[config.mk]
export PLATFORM = sky130hd
export DESIGN_NAME = alu
export DESIGN_NICKNAME = d
export VERILOG_FILES = /design/src/rtl/alu.sv
export SDC_FILE = /design/constraint.sdc
export NUM_CORES = 1
export LEC_CHECK = 0
export ABC_AREA = 1
export CORE_ASPECT_RATIO = 0.7
export CORE_UTILIZATION = 55
export CTS_CLUSTER_DIAMETER = 100
export CTS_CLUSTER_SIZE = 16
export DETAILED_ROUTE_END_ITERATION = 12
export PLACE_DENSITY = 0.84
export SYNTH_ARGS = -nofsm -noshare
export SYNTH_HDL_FRONTEND = slang
export SYNTH_SLANG_ARGS = --single-unit
[constraint.sdc]
create_clock -name clk -period 4.45 [get_ports clk]
set_input_delay 1.335 -clock clk [delete_from_list [all_inputs] [get_ports clk]]
set_output_delay 1.335 -clock clk [all_outputs]
set_load 0.01 [all_outputs]
[src/rtl/alu.sv]
// 32-bit RISC-V ALU: shared 33-bit adder for add/sub/compare, logic ops and
// pass-B, with result and Z/N/C/V flags registered for one cycle of latency.
module alu (
  input  logic        clk,
  input  logic        rst,
  input  logic [31:0] A,
  input  logic [31:0] B,
  input  logic [2:0]  ALUControl,
  output logic [31:0] Result,
  output logic        Zero,
  output logic        Negative,
  output logic        Carry,
  output logic        OverFlow
);

  typedef enum logic [2:0] {
    OP_ADD  = 3'b000,
    OP_SUB  = 3'b001,
    OP_AND  = 3'b010,
    OP_OR   = 3'b011,
    OP_XOR  = 3'b100,
    OP_SLT  = 3'b101,
    OP_SLTU = 3'b110,
    OP_PASS = 3'b111
  } alu_op_e;

  alu_op_e     op;
  logic        sub;
  logic        arith;
  logic [31:0] bx;
  logic [32:0] sum;
  logic        ovf;
  logic [31:0] res;

  assign op    = alu_op_e'(ALUControl);
  assign sub   = (op == OP_SUB) || (op == OP_SLT) || (op == OP_SLTU);
  assign arith = (op == OP_ADD) || (op == OP_SUB);
  assign bx    = sub ? ~B : B;
  assign sum   = {1'b0, A} + {1'b0, bx} + {32'd0, sub};

  // Overflow is judged on the operand actually fed to the adder, so SLT
  // can reuse it to correct the sign bit across a subtract overflow.
  assign ovf   = (A[31] == bx[31]) && (sum[31] != A[31]);

  always_comb begin
    res = 32'd0;
    case (op)
      OP_ADD, OP_SUB: res = sum[31:0];
      OP_AND:         res = A & B;
      OP_OR:          res = A | B;
      OP_XOR:         res = A ^ B;
      OP_SLT:         res = {31'd0, sum[31] ^ ovf};
      OP_SLTU:        res = {31'd0, ~sum[32]};
      OP_PASS:        res = B;
      default:        res = 32'd0;
    endcase
  end

  always_ff @(posedge clk) begin
    if (!rst) begin
      Result   <= 32'd0;
      Zero     <= 1'b0;
      Negative <= 1'b0;
      Carry    <= 1'b0;
      OverFlow <= 1'b0;
    end else begin
      Result   <= res;
      Zero     <= (res == 32'd0);
      Negative <= res[31];
      Carry    <= arith & sum[32];
      OverFlow <= arith & ovf;
    end
  end

endmodule

# == Word-level counts from Yosys, hierarchy flattened ==
# Index checks and enable logic that the tools add are counted.
# totals
regBits,36
input_bits,69
out_inout_bits,36
word_cells,33
# op_classes
n_addsub,2
eq_ne,9
mux,2
bitwise_logic,8
n_reduce_logical,7
# ops
op,n
$pmux 32 s7,1
$add 32x32->33,1
$add 33x1->33,1
$and 32x32->32,1
$logic_not 32->1,1
$mux 32,1
$not 32->32,1
$or 32x32->32,1
$xor 32x32->32,1
$eq 3x3->1 const B,4
$eq 3x2->1 const B,2
$eq 3x1->1 const B,1
$logic_not 3->1,1
$logic_or 1x1->1,3
$and 1x1->1,2
$reduce_or 2->1,1
$eq 1x1->1,1
$logic_and 1x1->1,1
$ne 1x1->1,1
$not 1->1,1
$xor 1x1->1,1

# == Logic depth before layout (Yosys ltp) ==
# logic_depth
depth_word,11
depth_mapped,25

# == Worst setup path after synthesis ==
# Ideal clock, no wire load.
# synth_timing
path_type,input-to-reg
startpoint,input ALUControl[0]
endpoint,register Zero
setup_time_ns,0.064
arrival_time_ns,3.676
slack_ns,0.710
path_stages,23
path_buffers,2
path_cell_list,buf_6 -> inv_4 -> nand3_2 -> nand2_1 -> buf_2 -> xor2_1 -> fa_1 -> nand2_1 -> nand2_1 -> nand3_2 -> nand2_2 -> nand2_1 -> nand2_1 -> nand2_1 -> o211ai_1 -> nand2_1 -> nand2_1 -> xor2_1 -> nand2_1 -> nand2_1 -> nor2_1 -> nand3_1 -> nor2_1
# synth_between
elab_chain_len,11
word_cells_on_any_way,21
classes_between,add/sub (2); eq/ne (9); mux (2); bitwise (2); reduce/logical (6)
# synth_lines
element,line,text
start: declaration,8,"input logic [2:0] ALUControl,"
$eq 3x1->1 or $eq 3x3->1 (tied branches),"36, 47",
$logic_or 1x1->1 (2 in a row),36,assign sub = (op == OP_SUB) || (op == OP_SLT) || (op == OP_SLTU);
$mux 32,38,assign bx = sub ? ~B : B;
$add 32x32->33,39,"assign sum = {1'b0, A} + {1'b0, bx} + {32'd0, sub};"
$add 33x1->33,39,
$ne 1x1->1,43,assign ovf = (A[31] == bx[31]) && (sum[31] != A[31]);
$logic_and 1x1->1,43,
$xor 1x1->1,52,"OP_SLT: res = {31'd0, sum[31] ^ ovf};"
$pmux 32 s7 *,47,case (op)
$logic_not 32->1 *,68,Zero <= (res == 32'd0);
end signal: assignment,68,
end: declaration,10,"output logic Zero,"
# Mark *: on every way between the ends. The rest lies on a longest branch, timed or not.
# A chain may end at the register's enable or synchronous reset.

# == Worst setup path in the final report ==
# layout_timing
startpoint,input ALUControl[1]
endpoint,register Zero
# Same word-level chain as after synthesis.

==> summary.txt <==
Outcome
  • Status: finished, final reports clean

Setup path
  • CP arrival: 4.53 ns
  • CP max stage cell: clkdlybuf4s50_1
  • Worst Setup End Kind: register
  • Crit start category: primary input
  • Worst setup path class: primary input to register
  • Slowest stage delay, CP: 0.54 ns
  • Worst-path maximum fanout: 14
  • CP Cell Sequence: clkdlybuf4s50_1 > inv_2 > nand2_2 > nand2_2 > buf_12 > buf_4 > xor2_1 > ha_1 > nand2_1 > nor3_1 > inv_1 > nor3_1 > nand3_1 > nand2_1 > o21ai_1 > o21ai_1 > nand4_1 > nor2_1
  • Crit path required time: 4.68 ns

STA
  • Worst-margin pin slew: 1.070 ns
  • Period minus WS final: 4.305 ns
  • F_max: 0.2323 GHz
  • Final hold violations: 0
  • Slew Limit Fails: 0
  • Post-route setup slack: between 0.1 and 0.15 ns
  • Relative slew margins: 28.56%
  • Hold WS: 1.700 ns
  • Fin crit share: 96.73%
  • Number of setup violations in the final report: 0
  • Setup tns final: 0 ns

Synthesis
  • #FFs+latches synth: 35
  • Yosys cell types: between 40 and 50
  • Yosys warns: 0
  • Mapped Cells: 890
  • Post-synth net total: 1055
  • Mapped Area: around 5600 µm²
  • Mapped Avg Cell Area: approximately 6.3 µm²
  • Sequential area share after synthesis: 12.53%

Global routing
  • Vias in the first global route: 5895
  • Initial antenna violation count: 0
  • All-Layer GR Usage: 36.05%
  • Gr ovfl total: 0
  • First-pass GRT wire length: between 20 and 30 mm
  • Largest net degree at the start of global routing: 34

Layout
  • Ant. Diodes: 0
  • Layout cells sized above 1: around 13%
  • Most frequent cells in the layout: nand2_1, inv_1, clkdlybuf4s50_1
  • Post-layout util: 76.36%
  • Final #Nets: 1229
  • Area grow syn2layout: 33.82%
  • Commonest non-fill, non-tap cell in the layout: nand2_1
  • Post-route cell area: 7481 µm²

Route
  • Starting DRT DRC Count: 845
  • DRC: 0
  • Initial DRT Pass Iterations: 6
  • Detailed Route WL: 18.80 mm
  • Via count: 6688
  • DR vias/cell: ~5.6
  • Routed Antenna Nets: 0
  • Post-DR wirelength/cell: 15.76 µm

Power
  • Share of total power in combinational logic: between 60% and 70%
  • Sw frac: between 40% and 50%
  • Switching pwr: a little under 0.0008 W
  • Worst vdd ir: 140.6 µV
  • Pwr dens: 241.6 nW/µm²
  • Internal power: 0.001036 W
  • Pleak: just under 4 nW
  • Clock power share: around a fifth
  • Flop pwr share: 19.4%

Clocking
  • Clock buffer depth: 2
  • CTS tree: built
  • CTS Hold Bufs: 0
  • CTS HTree Levels: 2
  • TritonCTS buffer count: 5
  • CTS sink count: 35
  • Clk slew on worst S/H paths: 0.06 ns
  • Clock tree root buffer cell: clkbuf_16

Floorplanning
  • Die area: between 10000 and 15000 µm²
  • Die width: 122.5 µm
  • Height of the die: 86.35 µm
  • Starting Density: 57.06%
  • Core Region: 9797 µm²
  • Top Ports: 105
  • Row cnt: 30

Job
  • Total of max-cap violations: 0

Place
  • Hpwl dp: 15.24 mm
  • Worst slack, placed: -0.1768 ns
  • Buffers on Ports: 104
  • Placed instance area: 7323 µm²
  • Gpl congestion: around 1.0

Worst hold path
  • Min-delay src: rst
  • Worst hold path class: primary input to register
  • Hold path endpoint: Carry$_SDFF_PN0_
  • Hold Path Stages: 3
[registers in the layout, summed over array words and instances (netlist names)]
name	cells
Result	32
Carry	1
OverFlow	1
Zero	1
[cells in the mapped netlist (all sizes together)]
master	instances	area, µm²
nand2	232	915.9
dfxtp	35	700.7
nand3	57	317.8
inv	154	583.1
o21a	2	15.01
a2111oi	1	8.760
o2111ai	12	105.1
ha	95	1189
a22oi	1	7.510
nor3	12	65.06
nand3b	2	15.01
clkbuf	5	18.77
nand4	13	81.33
a21oi	65	336.6
a21o	4	30.03
nor4	1	6.260
o22ai	2	12.51
and2	1	8.760
nor2	76	302.8
or2	1	6.260
o21bai	4	30.03
a221oi	14	128.9
a21boi	2	15.01
xor2	36	315.3
a2bb2oi	1	8.760
fa	1	20.02
o211ai	1	7.510
buf	19	130.1
o21ai	41	209.0
[repair_timing]
action / 4_1_cts / 5_1_grt
endpoints found under the hold margin: 0 / 0
buffers inserted: 0 / 0
setup endpoints to repair: 0 / 3
gates resized for setup: 0 / 6
[stage by stage]
| stage | instances | power, W |
|---|---|---|
| after global placement | 1185 | 0.001411 |
| after global routing | 1193 | 0.001929 |
| final | 1193 | 0.001807 |
| after CTS | 1193 | 0.001769 |
| after detailed placement | 1185 | 0.001430 |
| after floorplan | 890 | 0.0009607 |
[critical path: cells and delay by family]
family | cells | cell delay (ns)
AOI/OAI and AO/OA | 2 | 0.39
adders and majority gates | 1 | 0.42
xor gates and xnor gates | 1 | 0.15
and+or+nand+nor | 9 | 1.21
buffers and inverters | 5 | 1.03
[power groups by stage]
stage	Combinational, W	Sequential [W]	Clock [W]
after floorplan	0.000589	0.000372	0
after global placement	0.00106	0.000356	0
after detailed placement	0.00107	0.000357	0
after CTS	0.00108	0.000351	0.000338
after global routing	0.00122	0.000353	0.000354
final	0.00112	0.000350	0.000340
[cells by family (layout without fill, tap and decap cells)]
kind of cell               after synthesis  after routing  synth area share [%]
adders and majority gates               96             96                 21.62
buffers and inverters                  178            353                 13.09
AOI/OAI and AO/OA                      150            150                 16.36
and+or+nand+nor                        395            395                 30.75
xor gates and xnor gates                36             36                 5.640
DFF                                     35             35                 12.53
[worst max-delay path by stage]
| stage | from | end | slack [ns] |
|---|---|---|---|
| 3_5_place_dp | ALUControl[0] | Zero$_SDFF_PN0_ | -0.18 |
| 2_1_floorplan | ALUControl[0] | Zero$_SDFF_PN0_ | 0.71 |
| 3_3_place_gp | ALUControl[0] | Zero$_SDFF_PN0_ | -0.14 |
| 4_1_cts | ALUControl[0] | Zero$_SDFF_PN0_ | 0.03 |
| 6_report | ALUControl[1] | Zero$_SDFF_PN0_ | 0.15 |
| 5_1_grt | ALUControl[1] | Zero$_SDFF_PN0_ | -0.005 |
[layer usage]
layer / vias to the layer above / GRT usage, % / wire length [µm]
li1: 3231 / - / -
met1: 2993 / 52.34 / 8564
met2: 435 / 51.12 / 7314
met3: 29 / 11.78 / 2663
met4: 0 / 7.095 / 258
met5: - / 0 / 0
[layout make-up]
class / count / area, µm²
clock buffer: 6 / 128.9
clock inverter: 2 / 12.51
fill: 771 / 2316
timing repair buffer: 191 / 1722
inverter: 154 / 583.1
sequential: 35 / 700.7
multi-input combinational: 677 / 4174
tap: 128 / 160.2
(Power assumes the default switching activity.)
